### config.mk
export PLATFORM = sky130hd
export DESIGN_NAME = lsu_host_arbiter
export DESIGN_NICKNAME = d
export VERILOG_FILES = /design/src/rtl/lsu_host_pkg.sv /design/src/rtl/lsu_rsp_id_fifo.sv /design/src/rtl/lsu_host_arbiter.sv
export SDC_FILE = /design/constraint.sdc
export NUM_CORES = 1
export LEC_CHECK = 0
export ABC_AREA = 1
export CORE_AREA = 2 2 122 124
export CTS_CLUSTER_DIAMETER = 200
export DETAILED_ROUTE_END_ITERATION = 8
export DIE_AREA = 0 0 124 126
export GPL_TIMING_DRIVEN = 0
export MAX_ROUTING_LAYER = met4
export SYNTH_ARGS = -nofsm -noshare
export SYNTH_HDL_FRONTEND = slang
export SYNTH_HIERARCHICAL = 1
export SYNTH_SLANG_ARGS = --single-unit
### constraint.sdc
create_clock -name clk -period 2 [get_ports clk]
set_input_delay 0.4 -clock clk [delete_from_list [all_inputs] [get_ports clk]]
set_output_delay 0.4 -clock clk [all_outputs]
set_load 0.05 [all_outputs]
### src/rtl/lsu_host_pkg.sv
`default_nettype none
// ============================================================================
// Module      : lsu_host_pkg
// Description : Shared types and constants for the LSU host arbiter.
// Revision    : 1.0 - initial release
// ============================================================================
package lsu_host_pkg;

    localparam int HOST_ID_W  = 1;
    localparam int LSU_ADDR_W = 32;
    localparam int LSU_DATA_W = 32;
    localparam int LSU_BE_W   = 4;

    typedef struct packed {
        logic [LSU_ADDR_W-1:0] addr;
        logic                  we;
        logic [LSU_BE_W-1:0]   be;
        logic [LSU_DATA_W-1:0] wdata;
    } lsu_req_t;

    typedef struct packed {
        logic                  rvalid;
        logic                  err;
        logic [LSU_DATA_W-1:0] rdata;
    } lsu_rsp_t;

endpackage
`default_nettype wire

### src/rtl/lsu_rsp_id_fifo.sv
`default_nettype none
// ============================================================================
// Module      : lsu_rsp_id_fifo
// Description : Small synchronous FIFO of host IDs with same-cycle push/pop.
// Revision    : 1.0 - initial release
// ============================================================================
module lsu_rsp_id_fifo #(
    parameter int DEPTH = 2,
    parameter int WIDTH = 1,
    localparam int CNT_W = $clog2(DEPTH + 1),
    localparam int PTR_W = (DEPTH > 1) ? $clog2(DEPTH) : 1
) (
    input  logic             clk,
    input  logic             rst,
    input  logic             i_push,
    input  logic [WIDTH-1:0] i_data,
    input  logic             i_pop,
    output logic [WIDTH-1:0] o_head,
    output logic [CNT_W-1:0] o_count,
    output logic             o_full,
    output logic             o_empty
);

    localparam logic [PTR_W-1:0] C_LAST_PTR = PTR_W'(DEPTH - 1);
    localparam logic [CNT_W-1:0] C_DEPTH    = CNT_W'(DEPTH);

    logic [WIDTH-1:0] r_mem [DEPTH];
    logic [PTR_W-1:0] r_wr_ptr;
    logic [PTR_W-1:0] r_rd_ptr;
    logic [CNT_W-1:0] r_count;
    logic             w_push_ok;
    logic             w_pop_ok;

    function automatic logic [PTR_W-1:0] f_next(input logic [PTR_W-1:0] p);
        return (p == C_LAST_PTR) ? '0 : p + 1'b1;
    endfunction

    assign o_full    = (r_count == C_DEPTH);
    assign o_empty   = (r_count == '0);
    assign o_count   = r_count;
    assign o_head    = r_mem[r_rd_ptr];
    assign w_pop_ok  = i_pop & ~o_empty;
    assign w_push_ok = i_push & ~o_full;

    always_ff @(posedge clk) begin
        if (rst) begin
            r_wr_ptr <= '0;
            r_rd_ptr <= '0;
            r_count  <= '0;
            for (int i = 0; i < DEPTH; i++) begin
                r_mem[i] <= '0;
            end
        end else begin
            if (w_push_ok) begin
                r_mem[r_wr_ptr] <= i_data;
                r_wr_ptr        <= f_next(r_wr_ptr);
            end
            if (w_pop_ok) begin
                r_rd_ptr <= f_next(r_rd_ptr);
            end
            case ({w_push_ok, w_pop_ok})
                2'b10:   r_count <= r_count + 1'b1;
                2'b01:   r_count <= r_count - 1'b1;
                default: r_count <= r_count;
            endcase
        end
    end

endmodule
`default_nettype wire

### src/rtl/lsu_host_arbiter.sv
`default_nettype none
// ============================================================================
// Module      : lsu_host_arbiter
// Description : Round-robin 2:1 arbiter for req/gnt/rvalid LSU host ports.
// Revision    : 1.0 - initial release
// ============================================================================
module lsu_host_arbiter
    import lsu_host_pkg::*;
#(
    parameter int ADDR_WIDTH      = 32,
    parameter int DATA_WIDTH      = 32,
    parameter int MAX_OUTSTANDING = 2
) (
    input  logic                  clk,
    input  logic                  rst,
    input  logic                  h0_req_i,
    input  logic [ADDR_WIDTH-1:0] h0_addr_i,
    input  logic                  h0_we_i,
    input  logic [3:0]            h0_be_i,
    input  logic [DATA_WIDTH-1:0] h0_wdata_i,
    output logic                  h0_gnt_o,
    output logic                  h0_rvalid_o,
    output logic                  h0_err_o,
    output logic [DATA_WIDTH-1:0] h0_rdata_o,
    input  logic                  h1_req_i,
    input  logic [ADDR_WIDTH-1:0] h1_addr_i,
    input  logic                  h1_we_i,
    input  logic [3:0]            h1_be_i,
    input  logic [DATA_WIDTH-1:0] h1_wdata_i,
    output logic                  h1_gnt_o,
    output logic                  h1_rvalid_o,
    output logic                  h1_err_o,
    output logic [DATA_WIDTH-1:0] h1_rdata_o,
    output logic                  mem_req_o,
    output logic [ADDR_WIDTH-1:0] mem_addr_o,
    output logic                  mem_we_o,
    output logic [3:0]            mem_be_o,
    output logic [DATA_WIDTH-1:0] mem_wdata_o,
    input  logic                  mem_gnt_i,
    input  logic                  mem_rvalid_i,
    input  logic                  mem_err_i,
    input  logic [DATA_WIDTH-1:0] mem_rdata_i,
    output logic                  protocol_err_o
);

    localparam int CNT_W = $clog2(MAX_OUTSTANDING + 1);

    if (DATA_WIDTH != LSU_DATA_W) begin : g_bad_data_width
        $error("lsu_host_arbiter: DATA_WIDTH must be 32");
    end
    if (ADDR_WIDTH > LSU_ADDR_W || ADDR_WIDTH < 1) begin : g_bad_addr_width
        $error("lsu_host_arbiter: ADDR_WIDTH must be 1..32");
    end
    if (MAX_OUTSTANDING < 1 || MAX_OUTSTANDING > 8) begin : g_bad_outstanding
        $error("lsu_host_arbiter: MAX_OUTSTANDING must be 1..8");
    end

    logic                 r_lock;
    logic                 r_lock_sel;
    logic                 r_last_grant;
    logic                 r_protocol_err;
    logic                 w_sel;
    logic                 w_req;
    logic                 w_grant;
    logic                 w_full;
    logic                 w_empty;
    logic [CNT_W-1:0]     w_count;
    logic [HOST_ID_W-1:0] w_head;
    lsu_req_t             w_req0;
    lsu_req_t             w_req1;
    lsu_req_t             w_req_sel;
    lsu_rsp_t             w_rsp0;
    lsu_rsp_t             w_rsp1;

    always_comb begin
        w_req0       = '0;
        w_req0.addr  = LSU_ADDR_W'(h0_addr_i);
        w_req0.we    = h0_we_i;
        w_req0.be    = h0_be_i;
        w_req0.wdata = h0_wdata_i;
        w_req1       = '0;
        w_req1.addr  = LSU_ADDR_W'(h1_addr_i);
        w_req1.we    = h1_we_i;
        w_req1.be    = h1_be_i;
        w_req1.wdata = h1_wdata_i;
    end

    // A stalled request keeps its port so the downstream fields stay stable until gnt.
    always_comb begin
        w_sel = 1'b0;
        if (r_lock) begin
            w_sel = r_lock_sel;
        end else if (h0_req_i && !h1_req_i) begin
            w_sel = 1'b0;
        end else if (h1_req_i && !h0_req_i) begin
            w_sel = 1'b1;
        end else if (h0_req_i && h1_req_i) begin
            w_sel = ~r_last_grant;
        end
    end

    assign w_req   = (h0_req_i | h1_req_i) & ~w_full;
    assign w_grant = w_req & mem_gnt_i;

    always_comb begin
        w_req_sel = '0;
        if (w_req) begin
            w_req_sel = w_sel ? w_req1 : w_req0;
        end
    end

    assign mem_req_o   = w_req;
    assign mem_addr_o  = w_req_sel.addr[ADDR_WIDTH-1:0];
    assign mem_we_o    = w_req_sel.we;
    assign mem_be_o    = w_req_sel.be;
    assign mem_wdata_o = w_req_sel.wdata;
    assign h0_gnt_o    = w_grant & ~w_sel;
    assign h1_gnt_o    = w_grant & w_sel;

    lsu_rsp_id_fifo #(
        .DEPTH (MAX_OUTSTANDING),
        .WIDTH (HOST_ID_W)
    ) u_id_fifo (
        .clk     (clk),
        .rst     (rst),
        .i_push  (w_grant),
        .i_data  (HOST_ID_W'(w_sel)),
        .i_pop   (mem_rvalid_i),
        .o_head  (w_head),
        .o_count (w_count),
        .o_full  (w_full),
        .o_empty (w_empty)
    );

    always_comb begin
        w_rsp0        = '0;
        w_rsp1        = '0;
        w_rsp0.rvalid = mem_rvalid_i & ~w_empty & (w_head == HOST_ID_W'(0));
        w_rsp1.rvalid = mem_rvalid_i & ~w_empty & (w_head == HOST_ID_W'(1));
        w_rsp0.err    = mem_err_i & w_rsp0.rvalid;
        w_rsp1.err    = mem_err_i & w_rsp1.rvalid;
        w_rsp0.rdata  = mem_rdata_i;
        w_rsp1.rdata  = mem_rdata_i;
    end

    assign h0_rvalid_o    = w_rsp0.rvalid;
    assign h0_err_o       = w_rsp0.err;
    assign h0_rdata_o     = w_rsp0.rdata;
    assign h1_rvalid_o    = w_rsp1.rvalid;
    assign h1_err_o       = w_rsp1.err;
    assign h1_rdata_o     = w_rsp1.rdata;
    assign protocol_err_o = r_protocol_err;

    always_ff @(posedge clk) begin
        if (rst) begin
            r_lock         <= 1'b0;
            r_lock_sel     <= 1'b0;
            r_last_grant   <= 1'b1;
            r_protocol_err <= 1'b0;
        end else begin
            if (w_req && !mem_gnt_i) begin
                r_lock     <= 1'b1;
                r_lock_sel <= w_sel;
            end else if (w_grant) begin
                r_lock <= 1'b0;
            end
            if (w_grant) begin
                r_last_grant <= w_sel;
            end
            // A response with nothing outstanding (including one racing the first push).
            if (mem_rvalid_i && (w_count == '0)) begin
                r_protocol_err <= 1'b1;
            end
        end
    end

endmodule
`default_nettype wire

==> impl_metrics.ini <==
[floorplan]
chipWidth_um = 124
core_area_um2 = 14310
die_h_um = 126
io_pins = 318
initial_core_util = 0.2008
die-area_um2 = 15620
fp-row-count = 44

[setup_path]
startpoint_type = input port
path_class = in2out
cp.required_ps = 1600
max_stage_delay_ps = 540
crit_slowest_cell = clkdlybuf4s50_1
ff2ff_setup_slack_ps = 290
cp-end-kind = output port
worstPathCellList = clkdlybuf4s50_1 -> inv_2 -> nor3_2 -> clkdlybuf4s15_2
worst-path-max-fanout = 4
crit_arrival_ps = 1510

[worst_hold_path]
min_path_type = reg2reg

[routing]
dr.pass1.iters = 4
vias = 4137
drc = 0
drtAntennaViolNets = 0
viasPerCell = 4.068
wirelength_um = 13880
routedWlPerCell_um = 13.65
drtIter0Drc = 118

[sta]
maxSlewViolCount = 0
hold_viol = 0
final.setup.tns_ps = 0
finalCritPeriodShare = 0.9545
fin_crit_ps = 1909
final-setup-viol-count = 0
worstMarginPinSlew_ps = 521.1
layout_setup_ws_ps = 91.08
finClkSkew_ps = 1.826
max_slew_margin = 0.6515
max_freq_mhz = 523.9

[clock_tree]
holdBufCountCts = 0
cts_htree_levels = 1
clkTransAtPathRegs_ps = 40
cts_tree = done
clockBufferDepth = 2
cts.sinks = 11
cts_buffers = 3
clock_latency_ps = 240
root_buffer = clkbuf_16

[place]
place_congestion = 0.7701
dp_hpwl_um = 11030
dp_slack_ps = -1096
numPortBuffers = 285

[logic_synthesis]
ys_types = 26
yosys_warnings = 6
ys_seq_area_frac = 0.08359
syn_area_um2 = 2874
synth-seq-cells = 11
netlist_instances = 535
syn_nets = 713
avgSynthCellArea_um2 = 5.372

[grt]
grt-ovfl-total = 0
use_met2 = 0.2957
use_met1 = 0.1947
grt.total_usage = 0.1647
grt.met3_usage = 0.03125
busiest_layer = met2
grt_pass1_vias = 3826
grt_max_degree = 11
antenna_found_initial = 0
grt_pass1_wl_um = 20040

[power_and_ir_drop]
power.density_nw_per_um2 = 840.3
ir_drop_mv = 0.4938
leakagePower_nw = 3.271

[finish]
layout-drive-gt1-share = 0.3709
insertedDiodeCount = 0
area_growth_pct = 125.0
filler_cell_count = 1529
fin_nets = 1012

[job]
max_cap_viol_count = 0

[status]
status = complete, no violations
-- report_power, final --
| group | internal (W) | switching [W] | leakage (nW) | total [W] |
|---|---|---|---|---|
| combinational | 0.00172 | 0.00299 | 3.14 | 0.00471 |
| sequential | 0.000299 | 0.0000625 | 0.0969 | 0.000362 |
| clock | 0.000267 | 0.0000949 | 0.0382 | 0.000362 |
-- critical path, delay by kind of cell --
kind                   cells  cell delay [ps]
buffers and inverters      3             1010
and+or+nand+nor            1              100
-- flip-flops by register name (all words and copies together) (netlist names), named ones only --
register	flops
r_last_grant	1
u_id_fifo/r_rd_ptr	1
r_lock_sel	1
u_id_fifo/o_count	2
u_id_fifo/r_wr_ptr	1
protocol_err_o	1
r_lock	1
u_id_fifo/r_mem	2
-- metrics by stage --
step	total power, W	cell area (µm²)	instances	util	hold slack, ps
after floorplan	0.003385	3069	535	-	441.9
after global placement	0.004844	6152	1004	0.4298	464.6
after detailed placement	0.004843	6152	1004	0.4298	462.9
after CTS	0.005400	6346	1013	0.4434	477.3
after global routing	0.005751	6466	1017	0.4517	493.9
final	0.005433	6466	1017	0.4517	465.2
-- repair_timing --
item                       4_1_cts  5_1_grt
pin swaps                        8        9
setup endpoints to repair       77       67
resized for setup              527       30
buffers inserted                 1        2
cloned                           4        3
-- kinds of logic after synthesis --
family | count (synthesis) | synth area share
and+or+nand+nor | 257 | 0.3857
buffers and inverters | 192 | 0.3822
AOI/OAI and AO/OA | 73 | 0.1402
DFF | 11 | 0.08359
muxes | 1 | 0.003918
adders and majority gates | 1 | 0.004353
-- final cells by class --
cell class | count | area, µm² | area share
Buffer | 101 | 848.3 | 0.1312
Clock buffer | 4 | 78.83 | 0.01219
Inverter | 91 | 349.1 | 0.05399
Multi-Input combinational cell | 332 | 1800 | 0.2784
Sequential cell | 11 | 250.2 | 0.03870
Tap cell | 184 | 230.2 | 0.03560
Timing Repair Buffer | 293 | 2900 | 0.4485
Timing Repair inverter | 1 | 8.758 | 0.001354
-- metal layers --
metal	vias to the layer above	share of wire
met5	-	0
met4	0	0.0074
met3	6	0.093
met2	165	0.50
met1	1793	0.40
li1	2173	-
-- Yosys cell counts, drive strengths merged --
master    n  area share
a21oi    72        0.14
nand2    90        0.12
o21ai     1      0.0017
inv      91        0.12
clkbuf    1      0.0013
dfxtp     9       0.063
nor3      2      0.0035
nor4      2      0.0044
nand3    73        0.13
ha        1      0.0044
nor2     89        0.12
edfxtp    2       0.021
mux2      1      0.0039
nand4     1      0.0022
buf     100        0.26
-- final timing paths --
check	from	end	cells after the start
setup / recovery	mem_rvalid_i	h0_rvalid_o	4
hold / removal	protocol_err_o$_SDFFE_PP0P_	protocol_err_o$_SDFFE_PP0P_	2
setup reg to reg	u_id_fifo/o_count[1]$_SDFFE_PP0P_	u_id_fifo/o_count[1]$_SDFFE_PP0P_	14
hold reg to reg	protocol_err_o$_SDFFE_PP0P_	protocol_err_o$_SDFFE_PP0P_	2
-- cell usage in the layout (no fill, tap or decap), types with 2 or more instances in the layout --
cell type	netlist	layout
nor2_1	84	15
a21oi_2	10	20
nor3_2	0	2
nand3_1	72	70
nand2_2	3	4
buf_12	0	3
dfxtp_2	0	2
buf_4	70	105
nor4_2	0	2
nor2_2	3	71
edfxtp_1	2	2
clkdlybuf4s50_1	0	207
clkbuf_4	0	7
nand2_4	1	2
buf_2	17	14
inv_1	87	85
buf_6	11	49
nand2_1	86	84
clkbuf_16	0	5
nor2_4	2	3
dfxtp_1	9	5
nand3_2	1	2
a21oi_1	62	52
inv_2	4	5
buf_8	1	4
dfxtp_4	0	2
Power figures use the tool's default switching activity.
